File: src/rtl/ins_cache_if.sv
// ins_cache_if: fetch-side and memory-controller-side signals of the instruction cache
interface ins_cache_if;
  logic fetch_req;
  logic [31:0] fetch_pc;
  logic ins_valid;
  logic [31:0] ins;
  logic jump;
  logic mc_req;
  logic [31:0] mc_addr;
  logic mc_valid;
  logic [31:0] mc_data;
  modport master(
    output fetch_req, fetch_pc, jump, mc_valid, mc_data,
    input ins_valid, ins, mc_req, mc_addr
  );
  modport slave(
    input fetch_req, fetch_pc, jump, mc_valid, mc_data,
    output ins_valid, ins, mc_req, mc_addr
  );
endinterface

File: src/rtl/ins_cache.sv
// ins_cache: direct-mapped one-word-per-line instruction cache with jump-cancelled responses
module ins_cache #(
  parameter int INDEX_BITS = 6
) (
  input logic clk,
  input logic reset,
  input logic ready,
  ins_cache_if.slave bus
);
  localparam int LINES = 1 << INDEX_BITS;
  localparam int TAG_BITS = 30 - INDEX_BITS;
  typedef enum logic {IDLE, MISS} state_t;
  state_t state, state_n;
  logic [LINES-1:0] valid;
  logic [TAG_BITS-1:0] tag_mem [LINES];
  logic [31:0] data_mem [LINES];
  logic killed, killed_n, ins_valid_n, mc_req_n, fill, hit;
  logic [31:0] ins_n, mc_addr_n, pc_al;
  logic [INDEX_BITS-1:0] req_idx, fill_idx;
  assign pc_al = bus.fetch_pc & ~32'h3;
  assign req_idx = pc_al[INDEX_BITS+1:2];
  assign fill_idx = bus.mc_addr[INDEX_BITS+1:2];
  assign hit = valid[req_idx] && tag_mem[req_idx] == pc_al[31:INDEX_BITS+2];
  // next state and outputs; a response cycle blanks acceptance, jump kills any owed response
  always_comb begin
    state_n = state;
    ins_n = bus.ins;
    ins_valid_n = 1'b0;
    mc_req_n = bus.mc_req;
    mc_addr_n = bus.mc_addr;
    killed_n = killed;
    fill = 1'b0;
    if (state == IDLE) begin
      if (!bus.jump && bus.fetch_req && !bus.ins_valid) begin
        if (hit) begin
          ins_n = data_mem[req_idx];
          ins_valid_n = 1'b1;
        end else begin
          mc_req_n = 1'b1;
          mc_addr_n = pc_al;
          killed_n = 1'b0;
          state_n = MISS;
        end
      end
    end else if (bus.mc_valid) begin
      fill = 1'b1;
      mc_req_n = 1'b0;
      state_n = IDLE;
      if (!killed && !bus.jump) begin
        ins_n = bus.mc_data;
        ins_valid_n = 1'b1;
      end
    end else if (bus.jump) begin
      killed_n = 1'b1;
    end
  end
  // state register, frozen while ready is low
  always_ff @(posedge clk) begin
    if (!reset) state <= IDLE;
    else if (ready) state <= state_n;
  end
  // output and kill registers
  always_ff @(posedge clk) begin
    if (!reset) begin
      bus.ins_valid <= 1'b0;
      bus.ins <= '0;
      bus.mc_req <= 1'b0;
      bus.mc_addr <= '0;
      killed <= 1'b0;
    end else if (ready) begin
      bus.ins_valid <= ins_valid_n;
      bus.ins <= ins_n;
      bus.mc_req <= mc_req_n;
      bus.mc_addr <= mc_addr_n;
      killed <= killed_n;
    end
  end
  // line valid bits; only these need clearing on reset
  always_ff @(posedge clk) begin
    if (!reset) valid <= '0;
    else if (ready && fill) valid[fill_idx] <= 1'b1;
  end
  // tag and data storage, written when a memory read returns (even if killed)
  always_ff @(posedge clk) begin
    if (reset && ready && fill) begin
      tag_mem[fill_idx] <= bus.mc_addr[31:INDEX_BITS+2];
      data_mem[fill_idx] <= bus.mc_data;
    end
  end
endmodule
File: src/flat_wrapper.sv
// flat-port wrapper written by rule: the top's interface ports become plain ports
module ins_cache_flat 
#(
  parameter int INDEX_BITS = 6
)
  (clk, reset, ready, bus_fetch_req, bus_fetch_pc, bus_jump, bus_mc_valid, bus_mc_data, bus_ins_valid, bus_ins, bus_mc_req, bus_mc_addr);
  ins_cache_if bus_i ();
  input logic clk;
  input logic reset;
  input logic ready;
  input wire logic [$bits(bus_i.fetch_req)-1:0] bus_fetch_req;
  input wire logic [$bits(bus_i.fetch_pc)-1:0] bus_fetch_pc;
  input wire logic [$bits(bus_i.jump)-1:0] bus_jump;
  input wire logic [$bits(bus_i.mc_valid)-1:0] bus_mc_valid;
  input wire logic [$bits(bus_i.mc_data)-1:0] bus_mc_data;
  output wire logic [$bits(bus_i.ins_valid)-1:0] bus_ins_valid;
  output wire logic [$bits(bus_i.ins)-1:0] bus_ins;
  output wire logic [$bits(bus_i.mc_req)-1:0] bus_mc_req;
  output wire logic [$bits(bus_i.mc_addr)-1:0] bus_mc_addr;
  assign bus_i.fetch_req = bus_fetch_req;
  assign bus_i.fetch_pc = bus_fetch_pc;
  assign bus_i.jump = bus_jump;
  assign bus_i.mc_valid = bus_mc_valid;
  assign bus_i.mc_data = bus_mc_data;
  assign bus_ins_valid = bus_i.ins_valid;
  assign bus_ins = bus_i.ins;
  assign bus_mc_req = bus_i.mc_req;
  assign bus_mc_addr = bus_i.mc_addr;
  ins_cache #(.INDEX_BITS(INDEX_BITS)) u_core (.clk(clk), .reset(reset), .ready(ready), .bus(bus_i));
endmodule
File: config.mk
export PLATFORM = sky130hd
export DESIGN_NAME = ins_cache_flat
export DESIGN_NICKNAME = d
export VERILOG_FILES = /design/src/rtl/ins_cache_if.sv /design/src/rtl/ins_cache.sv /design/src/flat_wrapper.sv
export SDC_FILE = /design/constraint.sdc
export NUM_CORES = 2
export LEC_CHECK = 0
export BUFFER_PORTS_ARGS = -buffer_cell sky130_fd_sc_hd__buf_2
export CORE_MARGIN = 10
export CORE_UTILIZATION = 35
export DETAILED_ROUTE_END_ITERATION = 6
export MAX_ROUTING_LAYER = met4
export PLACE_DENSITY = 0.51
export SLEW_MARGIN = 0
export SYNTH_ARGS = -nofsm -noshare
export SYNTH_HDL_FRONTEND = slang
export SYNTH_SLANG_ARGS = --single-unit
File: constraint.sdc
create_clock -name clk -period 6.1 [get_ports clk]
set_clock_uncertainty 0.1 [all_clocks]
set_input_delay 1.22 -clock clk [delete_from_list [all_inputs] [get_ports clk]]
set_output_delay 1.22 -clock clk [all_outputs]
set_load 0.02 [all_outputs]
==> flow_summary.toml <==
[clock_network]
clock-root-buffer = "clkbuf_16"
htree_levels = 5
cts_resized = 0
clk_pin_slew_ns = 0.06
cts_max_path_buffers = 4
clkLatencyLatePin_ns = 1.02
cts_made_buffers = 392
post-cts-setup-buffers = 0
clock-sinks = 3714
cts_tree = "built"
postCtsHoldBufs = 0

[finish]
area_delta_synth_final_pct = 16.0
nets = 6744
final_util_pct = 40.8
drive_gt1_share_pct = 30.9

[logic_synthesis]
yosysWarnings = 0
syn-cell-area_sq_um = 142000
synth.area.top_cells = "edfxtp_1, mux4_2, dfxtp_1"
synthFlopType = "edfxtp_1"
async_reset_ff_share_pct = 0
synth_top_area_share_pct = 75.9
ys_ff_latch = 3714
synth_top_area_cell = "edfxtp_1"
synth_edf_count = 3584
netlist_instances = 6162
syn_area_per_cell_sq_um = 23.0
yosysSeqAreaShare_pct = 77.7
synth.distinct_cells = 68

[sta]
rsz0062_at_grt = "false"
slew_headroom_pct = 17.2
finalSetupViolations = 0
worst_pin_slew_ns = 1.24
finalHoldViolCount = 0
fin_crit_ns = 5.02
tns_ns = 0
report.final.slew_viol_count = 0
setup_ws_ns = 1.08
fin_crit_sh_pct = 82.3
timing.fmax_mhz = 199

[pwr]
pwr_density_cell_nw_per_um2 = 327
vdd_ir_drop_max_v = 0.000235
p_total_w = 0.0538
power.leakage_nw = 54.3

[critical_path]
crit_family = "simple AND/OR/NAND/NOR gates"
cp-end-kind = "flip-flop"
cp_num_buf_inv = 6
crit_top_cell = "buf_4"
worstPathArrival_ns = 5.71
startpoint = "bus_fetch_pc[3]"
path_cells = "buf_8, buf_4, nor2_1, buf_4, a22oi_1, nand2_1, o21ai_0, o21a_1, nor4b_1, nand4_1, buf_4, nor4_4, buf_12, a31oi_4, buf_12, mux2i_1"
crit_type = "primary input to flip-flop"
worstPathMaxFanout = 34
required_ns = 6.80
cpPeakStageDelay_ns = 0.82
startpoint_type = "primary input"
r2r-start = "u_core.tag_mem[47][10]"
cp_slowest_cell = "nor2_1"

[grt]
grt_pass1_wl_um = 595000
grt_max_degree = 121
grt_usage_pct = 20.2
grt.overflow.total = 0
grt_pass1_vias = 70572
grt_antenna_before_repair = 21

[floorplanning]
die_w_um = 657
num_rows = 233
dieArea_sq_um = 431000
core_sq_um = 403000
die_h_um = 657
ios = 136
start_util_pct = 35.2

[min_path]
hp-start = "u_core.valid[6]"
worst_hold_path_type = "flip-flop to flip-flop"

[job]
cap_violations = 0

[placement]
dp.final_hpwl_um = 233000
dpl_worst_slack_ns = 0.232
port_buffers = 131
gp_congestion = 0.782

[routing]
first_pass_iters = 6
first_iter_violations = 8454
vias = 69890
ant_nets = 0
wl_per_cell_um = 35.1
vias_per_cell = 5.63
remaining_drc_errors = 0
drt-total-wl_um = 436000

[outcome]
status = "finished, final reports clean"
## kinds of logic (layout without fill, tap and decap cells)
logic type,Yosys count,count (layout),synth area share [%]
flops,3714,3714,77.7
mux,1241,1241,17.6
simple gates,470,470,1.59
compound gates,374,374,1.90
buf+inv,349,1189,1.12
xor+xnor,13,13,0.0803
other cells,1,10,0.00264
## layer usage
layer,GRT usage (%),routed length [um],vias up
met4,4.76,10600,0
met5,-,0,-
met3,2.54,26600,622
li1,-,-,27409
met2,33.6,220000,2737
met1,26.6,178000,39122
## final cells by class
class,instances,area (sq um)
Fill cell,35061,239000
Sequential cell,3714,110000
Multi-Input combinational cell,2100,30600
Clock buffer,498,10500
Tap cell,5405,6760
Timing Repair Buffer,458,4320
Clock inverter,225,2200
Inverter,8,40.0
Antenna cell,8,20.0
## cell usage in the layout, fill, tap and decap left out, types with 9 or more instances in the layout
master     count
buf_4        237
edfxtp_1    3584
clkinv_1      72
nand4_1       19
nor4_1         9
a21oi_1       44
bufinv_16     35
mux2i_1      221
mux4_2      1004
clkinv_2      87
o22ai_1       29
buf_2        124
buf_12        93
o21ai_0       21
nand3_1       52
a22oi_1       90
clkbuf_16    395
nor2_1        36
a31oi_1        9
nor2_4        65
nor3_1        22
nor2b_1       16
dfxtp_2       24
mux2_2        16
a221oi_1      13
clkbuf_1      83
clkbuf_8      20
nand2_1      163
nand2b_1      42
inv_6          9
dfxtp_1      105
a21o_1        67
o211ai_1      42
## synth_stat cells (all sizes together) (5+ instances only)
cell    number
edfxtp    3584
mux4      1004
mux2i      221
buf        185
nand2      163
clkbuf     156
dfxtp      130
nor2       102
a22oi       90
a21o        67
nand3       52
a21oi       44
nand2b      42
o211ai      42
o22ai       29
nor3        22
o21ai       21
nand4       19
nor2b       19
mux2        16
a221oi      13
nor4        11
a31oi       10
and2         9
inv          8
xor2         8
o21a         6
o31ai        6
a31o         5
and3b        5
or2          5
xnor2        5
## sequential cells by signal, indices dropped and copies added, names as in the netlist
register and count:
u_core.bus.ins_valid 1, u_core.killed 1, u_core.valid 64, u_core.tag_mem 1536, u_core.bus.mc_addr 30, u_core.data_mem 2048
u_core.state 1, u_core.bus.ins 32, u_core.bus.mc_req 1
## path summary, 6_finish.rpt
path,to,slack [ns],cells after the start
worst max register to register,u_core.bus.ins[19],1.84,12
worst min-delay path,u_core.valid[6],0.35,1
worst min register to register,u_core.valid[6],0.35,1
worst max-delay path,u_core.bus.ins[19],1.08,16
## where the power goes
part           leakage (nW)  internal, W  total, W  switching (W)
Sequential             35.6       0.0279    0.0279      0.0000551
Clock                  6.24       0.0136    0.0236        0.00998
Combinational          12.4     0.000887   0.00221        0.00133
Total                  54.3       0.0424    0.0538         0.0114
## through the flow
stage / instance area [sq um] / std cells / hold slack, ns
after global routing: 165000 / 12414 / 0.362
final: 165000 / 12416 / 0.348
after CTS: 165000 / 12408 / 0.349
after global placement: 152000 / 11685 / 0.327
after floorplan: 142000 / 6163 / 0.321
after detailed placement: 152000 / 11685 / 0.336
No activity file was read; power rests on OpenSTA's default activity.
